`src/rtl/guess_tracker.sv`:
```
// Memory Matrix guess engine: latches the board on start, classifies one guess per cycle as hit/miss/dup/bad.
// All outputs registered, one cycle after start/guess_valid; no back-pressure, a guess is accepted every cycle.
module guess_tracker #(
  parameter int CELLS       = 25,
  parameter int MAX_GUESSES = 7,
  parameter int IDX_W       = (CELLS > 1) ? $clog2(CELLS) : 1,
  parameter int CNT_W       = 8
) (
  input  logic             clk_i,
  input  logic             reset_i,
  input  logic             start_i,
  input  logic [CELLS-1:0] board_i,
  input  logic             guess_valid_i,
  input  logic [IDX_W-1:0] guess_idx_i,
  output logic [CELLS-1:0] found_o,
  output logic [CNT_W-1:0] remaining_o,
  output logic [CNT_W-1:0] score_o,
  output logic             hit_o,
  output logic             miss_o,
  output logic             dup_o,
  output logic             bad_o,
  output logic             playing_o,
  output logic             win_o,
  output logic             lose_o
);

  typedef enum logic [1:0] {IDLE, PLAY, WIN, LOSE} state_t;

  state_t           state_q, state_d;
  logic [CELLS-1:0] board_q, board_d;
  logic [CELLS-1:0] found_q, found_d;
  logic [CNT_W-1:0] remaining_q, remaining_d;
  logic [CNT_W-1:0] score_q, score_d;
  logic             hit_q, hit_d;
  logic             miss_q, miss_d;
  logic             dup_q, dup_d;
  logic             bad_q, bad_d;
  logic [CELLS-1:0] guess_mask;

  assign guess_mask = {{(CELLS-1){1'b0}}, 1'b1} << guess_idx_i;

  always_comb begin
    state_d     = state_q;
    board_d     = board_q;
    found_d     = found_q;
    remaining_d = remaining_q;
    score_d     = score_q;
    hit_d       = 1'b0;
    miss_d      = 1'b0;
    dup_d       = 1'b0;
    bad_d       = 1'b0;

    // start takes priority over a coincident guess, which is dropped
    if (start_i) begin
      board_d     = board_i;
      found_d     = '0;
      remaining_d = CNT_W'(MAX_GUESSES);
      score_d     = '0;
      state_d     = (board_i != '0) ? PLAY : WIN;
    end else if (guess_valid_i && (state_q == PLAY)) begin
      if (32'(guess_idx_i) >= CELLS) begin
        bad_d = 1'b1;
      end else if (found_q[guess_idx_i]) begin
        dup_d = 1'b1;
      end else if (board_q[guess_idx_i]) begin
        hit_d   = 1'b1;
        found_d = found_q | guess_mask;
        score_d = score_q + CNT_W'(1);
        if ((found_q | guess_mask) == board_q) begin
          state_d = WIN;
        end
      end else begin
        miss_d      = 1'b1;
        remaining_d = remaining_q - CNT_W'(1);
        if (remaining_q == CNT_W'(1)) begin
          state_d = LOSE;
        end
      end
    end
  end

  always_ff @(posedge clk_i) begin
    if (reset_i) begin
      state_q     <= IDLE;
      board_q     <= '0;
      found_q     <= '0;
      remaining_q <= '0;
      score_q     <= '0;
      hit_q       <= 1'b0;
      miss_q      <= 1'b0;
      dup_q       <= 1'b0;
      bad_q       <= 1'b0;
    end else begin
      state_q     <= state_d;
      board_q     <= board_d;
      found_q     <= found_d;
      remaining_q <= remaining_d;
      score_q     <= score_d;
      hit_q       <= hit_d;
      miss_q      <= miss_d;
      dup_q       <= dup_d;
      bad_q       <= bad_d;
    end
  end

  assign found_o     = found_q;
  assign remaining_o = remaining_q;
  assign score_o     = score_q;
  assign hit_o       = hit_q;
  assign miss_o      = miss_q;
  assign dup_o       = dup_q;
  assign bad_o       = bad_q;
  assign playing_o   = (state_q == PLAY);
  assign win_o       = (state_q == WIN);
  assign lose_o      = (state_q == LOSE);

endmodule

```
`config.mk`:
```
export PLATFORM = sky130hd
export DESIGN_NAME = guess_tracker
export DESIGN_NICKNAME = d
export VERILOG_FILES = /design/src/rtl/guess_tracker.sv
export SDC_FILE = /design/constraint.sdc
export NUM_CORES = 1
export LEC_CHECK = 0
export ABC_AREA = 1
export BUFFER_PORTS_ARGS = -buffer_cell sky130_fd_sc_hd__buf_2
export CORE_AREA = 2 2 93 95
export DETAILED_ROUTE_END_ITERATION = 8
export DIE_AREA = 0 0 95 97
export GPL_ROUTABILITY_DRIVEN = 0
export GPL_TIMING_DRIVEN = 0
export HOLD_SLACK_MARGIN = 0.12
export MAX_ROUTING_LAYER = met4
export PLACE_DENSITY = 0.76
export SLEW_MARGIN = 10
export SYNTH_ARGS = -nofsm -noshare
export SYNTH_HDL_FRONTEND = slang
export SYNTH_SLANG_ARGS = --single-unit
```
`constraint.sdc`:
```
create_clock -name clk_i -period 1.5 [get_ports clk_i]
set_input_delay 0.075 -clock clk_i [delete_from_list [all_inputs] [get_ports clk_i]]
set_output_delay 0.075 -clock clk_i [all_outputs]
set_load 0.05 [all_outputs]
```
==> run metrics <==
status finished with violations; failing checks negative setup slack; power consumption 0.00453 W; aggregate routed wire length 14,700 um; via count 4,994; CP Class reg2reg; Post-Syn Instances 616; internal reg-to-reg setup slack -290 ps; clock root buffer clkbuf_8; hold path cells 4; R2R Path Start found_o[7]; H-tree Lvls 3; post-placement worst setup slack -451 ps; Final Max Slew Viols 0; Avg Vias per Cell 5.71; mapped cell area 4030 um^2; core box area 8130 um^2; crit-path max FO 6; EDFF count, synth 0; DIE WIDTH 95 um; 1st-iter DRT viols 482; port buffer count 80; arrival time at the worst endpoint 2060 ps; Mapped Nets 653; drt wl/cell 16.8 um; net count reported at finish 802; vias in the first global route 4,611; worst slew pin tran 992 ps; CTS tree done; CTS sink count 72; mean post-synth cell area 6.54 um^2; Worst Hold End board_q[8]; Filler Cells Inserted 622; Skew-Pair Late Insertion Delay 360 ps; unrepaired setup endpoints after global routing yes; IO Count 82; Inst Count DP 801; Final setup viols 45; layout cell share with drive strength beyond 1 0.372; initial antenna violation count 0; remaining antenna violation count after routing 0; pin count of the biggest net entering global routing 12; hold path start reset_i; leak pwr 2.69 nW; GRT met2 Usage 0.495; Congestion Overflow GR 0; Final Skew 7.73 ps; setup tns final -10,420 ps; MaxCap Viol Count 0; n_diodes 0; crit share post-route 1.20; Worst VDD drop 0.588 mV; CTS Buffer Depth 2; synth top area cells dfxtp_1 36%, nand2_1 15%, nand3_1 8.4%, inv_1 6.1%, nor2_1 5.2%; standard-cell rows 33; DPL Wire Length 9740 um; CTS Buf Count 9; r2r worst-path depth 13; Yosys top cell by area dfxtp_1; clock-pin slew on the worst setup and hold paths 80 ps; Worst Path Required 1770 ps; worst r2r dst found_o[9]; sequential area share after synthesis 0.358; Fmax 558 MHz; GRT Overall Usage 0.318; register area 1530 um^2; Multi-input gate area 2580 um^2; CP Launch Type register; final worst slack -293 ps; met1 Track Usage GR 0.394; die area 9220 um^2; DRC viols 0; synth cell count leaders 159 x nand2_1, 72 x dfxtp_1, 68 x nand3_1; routing usage on met3 0.0537; Ys Warns 0; crit path time final 1790 ps; Finished Layout Cells 874; Final Hold Vio Count 0; First-pass DRT Iterations 6; Synth Register Bits 72; initial core utilization 0.496; HP Class in2reg; Netlist cell types 35; Synth top area share 0.358; prevailing post-synth register cell dfxtp_1; count leader, synth nand2_1; pwr/cell area 764 nW/um^2; Critical Path Sink Type register; Slew HR 0.339; FFs w/ async S/R, synth 0; die height 97 um; GR peak layer met2; Area Growth Syn to Fin 46.9%; first-pass GRT wire length 22,400 um
-- cell usage in the layout, fill, tap and decap left out, drive strengths merged --
cell type,synthesis,layout
nand4,15,15
a2111oi,1,1
xnor2,1,1
dlygate4sd3,0,29
nand3,69,69
buf,15,120
a21oi,41,41
nor4,7,7
a31oi,1,1
dfxtp,72,72
nor3,5,5
ha,3,3
and3,1,1
o22ai,24,24
clkbuf,11,28
inv,72,72
xor2,2,2
o21a,1,1
nand2,162,162
o21ai,40,40
o31ai,1,1
nand3b,6,6
clkinv,1,2
nor2,65,66
-- cells by family after synthesis --
family	after synthesis	share of synthesized area
fa+ha+maj	3	0.00931
flops	72	0.358
xor+xnor	3	0.00652
simple gates	330	0.365
buf+inv	99	0.101
compound gates	109	0.161
-- sequential cells by signal, indices dropped and copies added (netlist names) --
name and count:
miss_o 1, score_o 8, found_o 25, bad_o 1, state_q 2, dup_o 1, hit_o 1, board_q 25
remaining_o 8
-- routing by layer --
metal | wire length [um] | vias up
met5 | 0 | -
met4 | 799 | 0
met3 | 1400 | 81
met2 | 6760 | 326
met1 | 5730 | 2239
li1 | - | 2348
-- power by group --
part	internal (W)	switching, W
registers	0.00194	0.0000615
logic	0.000318	0.000551
clock network	0.000883	0.000766
-- stage by stage --
step                      cell area (um^2)  hold WS [ps]  utilization
after floorplan                       4180           137            -
after detailed placement              4710           327        0.579
final                                 5920           153        0.728
after global placement                4710           319        0.579
after CTS                             5600           145        0.688
after global routing                  5920           174        0.728
-- cell type report --
type                    instances  area share
multi-input cells             446       0.435
flip-flops and latches         72       0.258
repair buffers                137       0.166
inverters                      73      0.0518
clock buffers                  14      0.0346
plain buffers                  26      0.0313
well taps                     105      0.0222
clock inverters                 1    0.000845
-- worst max-delay path, stage by stage, from the launching register on --
cell	delay, ps
dfxtp_4	350
nand2_2	60
o21ai_2	50
nand2_1	70
nand3_2	100
nand3_2	100
nand2_1	70
nand2_2	100
nand3_4	110
nor2_4	180
buf_12	130
nand2_8	90
buf_12	200
o22ai_2	110
-- how the worst max path moves through the flow --
stage / start / cells after the start / endpoint / slack, ps
2_1_floorplan: state_q[0] / 10 / score_o[3] / -100
5_1_grt: found_o[15] / 14 / score_o[6] / -390
6_report: found_o[7] / 13 / found_o[9] / -290
3_5_place_dp: guess_idx_i[4] / 14 / state_q[0] / -450
4_1_cts: board_q[12] / 13 / score_o[3] / -170
3_3_place_gp: guess_idx_i[4] / 14 / state_q[0] / -440
-- repair_timing --
item                                   4_1_cts  5_1_grt
cloned                                       4        1
pin swaps                                   24       25
setup buffers                               18        6
resized for setup                           73       62
hold buffers                                29        0
endpoints found under the hold margin       32        0
setup endpoints to repair                   44       46
No activity file was read; power rests on OpenSTA's default activity.
